**config.mk**
```make
export PLATFORM = sky130hd
export DESIGN_NAME = pipe_mem_ctrl
export DESIGN_NICKNAME = d
export VERILOG_FILES = /design/src/rtl/pipe_mem_ctrl_pkg.sv /design/src/rtl/pipe_mem_ctrl_hazard_unit.sv /design/src/rtl/pipe_mem_ctrl.sv
export SDC_FILE = /design/constraint.sdc
export NUM_CORES = 1
export LEC_CHECK = 0
export CAP_MARGIN = 40
export CORE_UTILIZATION = 23
export CTS_BUF_LIST = sky130_fd_sc_hd__clkbuf_8
export CTS_CLUSTER_SIZE = 12
export DETAILED_ROUTE_END_ITERATION = 6
export PLACE_DENSITY = 0.67
export SYNTH_ARGS = -nofsm -noshare
export SYNTH_HDL_FRONTEND = slang
export SYNTH_SLANG_ARGS = --single-unit
```
**constraint.sdc**
```tcl
create_clock -name clock -period 4.3 [get_ports clock]
set_input_delay 0.43 -clock clock [delete_from_list [all_inputs] [get_ports clock]]
set_output_delay 0.43 -clock clock [all_outputs]
set_load 0.02 [all_outputs]
```
**src/rtl/pipe_mem_ctrl_pkg.sv**
```systemverilog
// pipe_mem_ctrl_pkg
// Common pipeline definitions shared by the memory-stage controller and its
// hazard logic: the memory FSM state encoding and the wait-timeout limit.
package pipe_mem_ctrl_pkg;

  typedef enum logic [1:0] {
    ST_IDLE = 2'd0,
    ST_BUSY = 2'd1,
    ST_DONE = 2'd2
  } mem_state_e;

  localparam int unsigned WAIT_W = 4;

  // Number of unacknowledged BUSY cycles after which the access is abandoned.
  localparam logic [WAIT_W-1:0] WAIT_LIMIT = 4'd15;
  // Counter value seen in the last BUSY cycle before the timeout fires.
  localparam logic [WAIT_W-1:0] WAIT_LAST  = WAIT_LIMIT - 4'd1;

endpackage

```
**src/rtl/pipe_mem_ctrl_hazard_unit.sv**
```systemverilog
// hazard_unit
// Combinational pipeline hazard resolution.
//   rmem_ex, wreg_ex, rw_ex : EX-stage instruction is a load writing rw_ex
//   rs_id, rt_id, use_*_id  : ID-stage source registers and whether they are read
//   branch_ex               : taken branch/jump resolved in EX
//   freeze                  : memory stall, holds the whole pipeline
//   stall_id, bubble_ex     : load-use interlock (hold ID, inject EX bubble)
//   flush_id                : squash the wrong-path instruction in ID
// Priority is freeze > flush > load-use.
module hazard_unit (
  input  logic       rmem_ex,
  input  logic       wreg_ex,
  input  logic [4:0] rw_ex,
  input  logic [4:0] rs_id,
  input  logic [4:0] rt_id,
  input  logic       use_rs_id,
  input  logic       use_rt_id,
  input  logic       branch_ex,
  input  logic       freeze,
  output logic       stall_id,
  output logic       bubble_ex,
  output logic       flush_id
);

  logic load_use;

  // Register 0 is hard-wired, so a load targeting it never creates a hazard.
  assign load_use = rmem_ex & wreg_ex & (rw_ex != 5'd0) &
                    ((use_rs_id & (rs_id == rw_ex)) |
                     (use_rt_id & (rt_id == rw_ex)));

  // A taken branch squashes ID anyway, so the interlock is pointless then.
  assign flush_id  = branch_ex & ~freeze;
  assign stall_id  = load_use & ~freeze & ~branch_ex;
  assign bubble_ex = stall_id;

endmodule

```
**src/rtl/pipe_mem_ctrl.sv**
```systemverilog
// pipe_mem_ctrl
// ME-stage data-memory controller with pipeline freeze and hazard outputs.
//   clock, reset_0          : rising-edge clock, asynchronous active-low reset
//   rmem_me, wmem_me        : ME-stage load / store request (store wins if both)
//   ans_me, b_me            : ME-stage byte address and store data
//   mem_req/we/addr/wdata   : request to data memory (held while BUSY)
//   mem_ack, mem_rdata      : completion pulse and load data from memory
//   ld_data                 : registered load result towards WB
//   freeze                  : hold PC and all stage registers
//   mem_err                 : sticky timeout flag
//   EX/ID hazard inputs and stall_id, bubble_ex, flush_id via hazard_unit
module pipe_mem_ctrl
  import pipe_mem_ctrl_pkg::*;
(
  input  logic        clock,
  input  logic        reset_0,
  input  logic        rmem_me,
  input  logic        wmem_me,
  input  logic [31:0] ans_me,
  input  logic [31:0] b_me,
  output logic        mem_req,
  output logic        mem_we,
  output logic [31:0] mem_addr,
  output logic [31:0] mem_wdata,
  input  logic        mem_ack,
  input  logic [31:0] mem_rdata,
  output logic [31:0] ld_data,
  output logic        freeze,
  input  logic        rmem_ex,
  input  logic        wreg_ex,
  input  logic [4:0]  rw_ex,
  input  logic [4:0]  rs_id,
  input  logic [4:0]  rt_id,
  input  logic        use_rs_id,
  input  logic        use_rt_id,
  input  logic        branch_ex,
  output logic        stall_id,
  output logic        bubble_ex,
  output logic        flush_id,
  output logic        mem_err
);

  mem_state_e        state_q;
  logic [WAIT_W-1:0] wait_cnt_q;
  logic [31:0]       ld_data_q;
  logic              mem_err_q;
  logic              access_pend;
  logic              active;

  assign access_pend = rmem_me | wmem_me;

  always_ff @(posedge clock or negedge reset_0) begin
    if (!reset_0) begin
      state_q    <= ST_IDLE;
      wait_cnt_q <= '0;
      ld_data_q  <= '0;
      mem_err_q  <= 1'b0;
    end else begin
      case (state_q)
        ST_IDLE: begin
          if (access_pend) begin
            state_q    <= ST_BUSY;
            wait_cnt_q <= '0;
          end
        end
        ST_BUSY: begin
          if (mem_ack) begin
            if (rmem_me && !wmem_me) begin
              ld_data_q <= mem_rdata;
            end
            state_q <= ST_DONE;
          end else if (wait_cnt_q == WAIT_LAST) begin
            // Memory never answered: give up, report, and return a clean zero.
            wait_cnt_q <= WAIT_LIMIT;
            mem_err_q  <= 1'b1;
            ld_data_q  <= '0;
            state_q    <= ST_DONE;
          end else begin
            wait_cnt_q <= wait_cnt_q + 4'd1;
          end
        end
        // One cycle with freeze low lets the pipeline advance past the access
        // before a new request can be recognised.
        ST_DONE: state_q <= ST_IDLE;
        default: state_q <= ST_IDLE;
      endcase
    end
  end

  assign active = ((state_q == ST_IDLE) & access_pend) | (state_q == ST_BUSY);

  // The request is dropped the instant reset is asserted, not at the next edge.
  assign mem_req = reset_0 & active;
  assign freeze  = active;

  // The ME stage registers are frozen during the access, so the request
  // fields can be driven straight from them and remain stable while BUSY.
  assign mem_we    = wmem_me;
  assign mem_addr  = ans_me;
  assign mem_wdata = b_me;
  assign ld_data   = ld_data_q;
  assign mem_err   = mem_err_q;

  hazard_unit u_hazard (
    .rmem_ex   (rmem_ex),
    .wreg_ex   (wreg_ex),
    .rw_ex     (rw_ex),
    .rs_id     (rs_id),
    .rt_id     (rt_id),
    .use_rs_id (use_rs_id),
    .use_rt_id (use_rt_id),
    .branch_ex (branch_ex),
    .freeze    (freeze),
    .stall_id  (stall_id),
    .bubble_ex (bubble_ex),
    .flush_id  (flush_id)
  );

endmodule

```
==> results.md <==
- TritonCTS Buffers: 5
- Clock Skews: 6.57 ps
- CP endpoint: stall_id
- DR vias/cell: 4.48
- First-pass GRT wire length: 8460 um
- M1 WL: 1990 um
- Routed wire length: 5450 um
- Largest stage delay on the critical path: 660 ps
- RSZ-0062 raised after global routing: false
- Period utilisation layout: 70.5%
- H-tree Lvls: 2
- Cts hold-fix bufs: 0
- Leak: 1.23 nW
- Starting Density: 24.1%
- Resize count post-CTS: 0
- Worst path bufs/invs: 2
- Worst-Margin Slew: 576 ps
- Post-synth top flop: dfrtp_1
- Crit. End Element: output port
- Final hold violations: 0
- PortBufs: 95
- Met2 routed WL: 2880 um
- Width of the chip: 98.3 um
- EDFF count, synth: 0
- Crit path depth: 6
- Fillers: 904
- Crit path DAT: 2600 ps
- Violated checks: DRC
- Syn Area/Cell: 10.7 um2
- Library cells used by synthesis: 26
- Most common cell after layout, fill and taps aside: clkdlybuf4s50_1
- Synth Cell Area: 0.00213 mm2
- Inserted Diodes: 0
- Vias: 1522
- Reg2reg end: ld_data[15]
- Avg WL per Cell: 16.0 um
- Dpl hpwl: 4270 um
- DRT Pass-1 Iters: 6
- Worst min-delay path class: input pin to async pin
- Crit-path slowest cell: clkdlybuf4s50_1
- Uppermost layer routed: met4
- Vias in the first global route: 1614
- Worst slew margin: 61.5%
- CP dominant cell by count: clkdlybuf4s50_1
- Met3 wire len: 481 um
- Yosys Warn Count: 0
- Clock Latency Late Sink: 280 ps
- Initial DRC count: 62
- Sequential area share after synthesis: 45.8%
- Crit path max-delay family: buffers and inverters
- Status: finished, violations left
- Initial antenna violation count: 0
- Setup crit start kind: input pin
- Total core area: 0.00885 mm2
- Congestion Overflow GR: 0
- Synth async-reset ratio: 100%
- Setup Viol. Count Final: 0
- Clock slew at reported path FFs: 80 ps
- Critical path cell sequence: clkdlybuf4s50_1 > nor3_2 > nor2_1 > or4_1 > a21oi_1 > clkdlybuf4s50_1
- Max Root-Sink Buffers: 2
- Final net count: 355
- CTS tree: done
- PwrDens: 614 mW/mm2
- Max Cap Violations: 0
- Area Growth Syn to Fin: 33.4%
- Die span in y: 98.3 um
- Clock Sinks: 39
- R2r worst-path depth: 7
- Top Ports: 224
- Cell count after synthesis: 199
- Worst vdd ir: 0.305 mV
- Final Wtd Congestion: 0.752
- Pwr Total: 0.00174 W
- Post-synthesis register bit count: 39
- CP Max Fanout: 4
- Fin crit period: 3030 ps
- FMAX: 0.330 GHz
- # rows: 34
- Crit path launch: wmem_me
- Largest net degree at the start of global routing: 41
- Share of layout cells above drive strength 1: 6.03%
- Most frequent cells in the layout: clkdlybuf4s50_1, dfrtp_1, a22o_1
- Worst path required time: 3870 ps
- Die Area: 0.00965 mm2
- Syn nets: 322
- Reg2reg start: wait_cnt_q[0]
- Setup TNS: 0 ps
- Root buf cell: clkbuf_8
- # DRC: 18
- Postcts setup bufs: 0
- Routed Antenna Nets: 0
- Multi-input logic area: 628 um2
- Register Area: 976 um2
- Register-to-register setup slack: 2260 ps
- CP Class: input pin to output port
- Max Slew Vio Count: 0
- Total track usage: 11.3%
[cells by family (layout without fill, tap and decap cells)]
logic type / after synthesis / after routing / synth area share (%)
fa+ha+maj: 2 / 2 / 1.17
mux: 1 / 1 / 0.528
xor+xnor: 10 / 10 / 4.11
simple gates: 30 / 30 / 7.16
compound gates: 43 / 43 / 16.4
buf+inv: 74 / 107 / 24.8
flops: 39 / 39 / 45.8
[registers in the layout, summed over array words and instances (netlist names)]
name        count
mem_err         1
state_q         2
wait_cnt_q      4
ld_data        32
[layout make-up]
type | count | share of cell area [%]
Multi-Input combinational cell | 86 | 22.1
Timing Repair Buffer | 98 | 34.8
Clock inverter | 2 | 1.32
Tap cell | 108 | 4.76
Sequential cell | 39 | 34.3
Inverter | 2 | 0.264
Clock buffer | 5 | 2.42
[worst min path at each step]
stage	endpoint	slack, ps	depth (start not counted)
2_1_floorplan	ld_data[0]	130	0
3_3_place_gp	mem_err	470	1
3_5_place_dp	mem_err	480	1
4_1_cts	ld_data[21]	200	2
5_1_grt	ld_data[14]	230	2
6_report	ld_data[20]	200	2
[cell usage after synthesis (2+ instances only)]
master | number | area [um2]
ha_1 | 2 | 25.0
inv_1 | 2 | 7.51
xor2_1 | 8 | 70.1
clkbuf_1 | 2 | 7.51
nand3_1 | 6 | 30.0
buf_4 | 66 | 495
xnor2_1 | 2 | 17.5
buf_2 | 3 | 15.0
o21ai_0 | 3 | 15.0
nand2_1 | 8 | 30.0
dfrtp_1 | 39 | 976
nor2b_1 | 2 | 12.5
nor4_1 | 2 | 12.5
a21oi_1 | 4 | 20.0
a22o_1 | 33 | 289
nor2_1 | 6 | 22.5
or4_1 | 2 | 15.0
[worst reg2reg max path, cell delays in order (launching register included)]
cell and delay, ps:
dfrtp_1 420, inv_1 90, ha_1 190, nand3_1 170, o21ai_0 200, nand2_1 370, buf_16 300, a22o_1 200
[layer usage]
layer | GRT usage [%] | vias to the layer above
met5 | 0 | -
met4 | 5.97 | 0
met3 | 2.79 | 14
met2 | 20.2 | 100
met1 | 12.4 | 718
li1 | - | 690
[per-stage QoR]
step | utilization [%] | setup WS (ps) | hold slack (ps) | area, um2 | cells
floorplan | - | 2000 | 134 | 2130 | 199
global placement | 30.6 | 1290 | 472 | 2710 | 332
detailed placement | 30.9 | 1250 | 476 | 2740 | 333
CTS | 32.1 | 1240 | 204 | 2840 | 340
global route | 32.1 | 1100 | 233 | 2840 | 340
finish | 32.1 | 1270 | 195 | 2840 | 340
[power breakdown]
group	internal (W)	leakage (nW)	total, W	switching, W
clock	0.000170	0.0502	0.000294	0.000124
combinational	0.000439	0.682	0.000816	0.000377
sequential	0.000527	0.494	0.000634	0.000106
total	0.00114	1.23	0.00174	0.000608
Power figures use the tool's default switching activity.
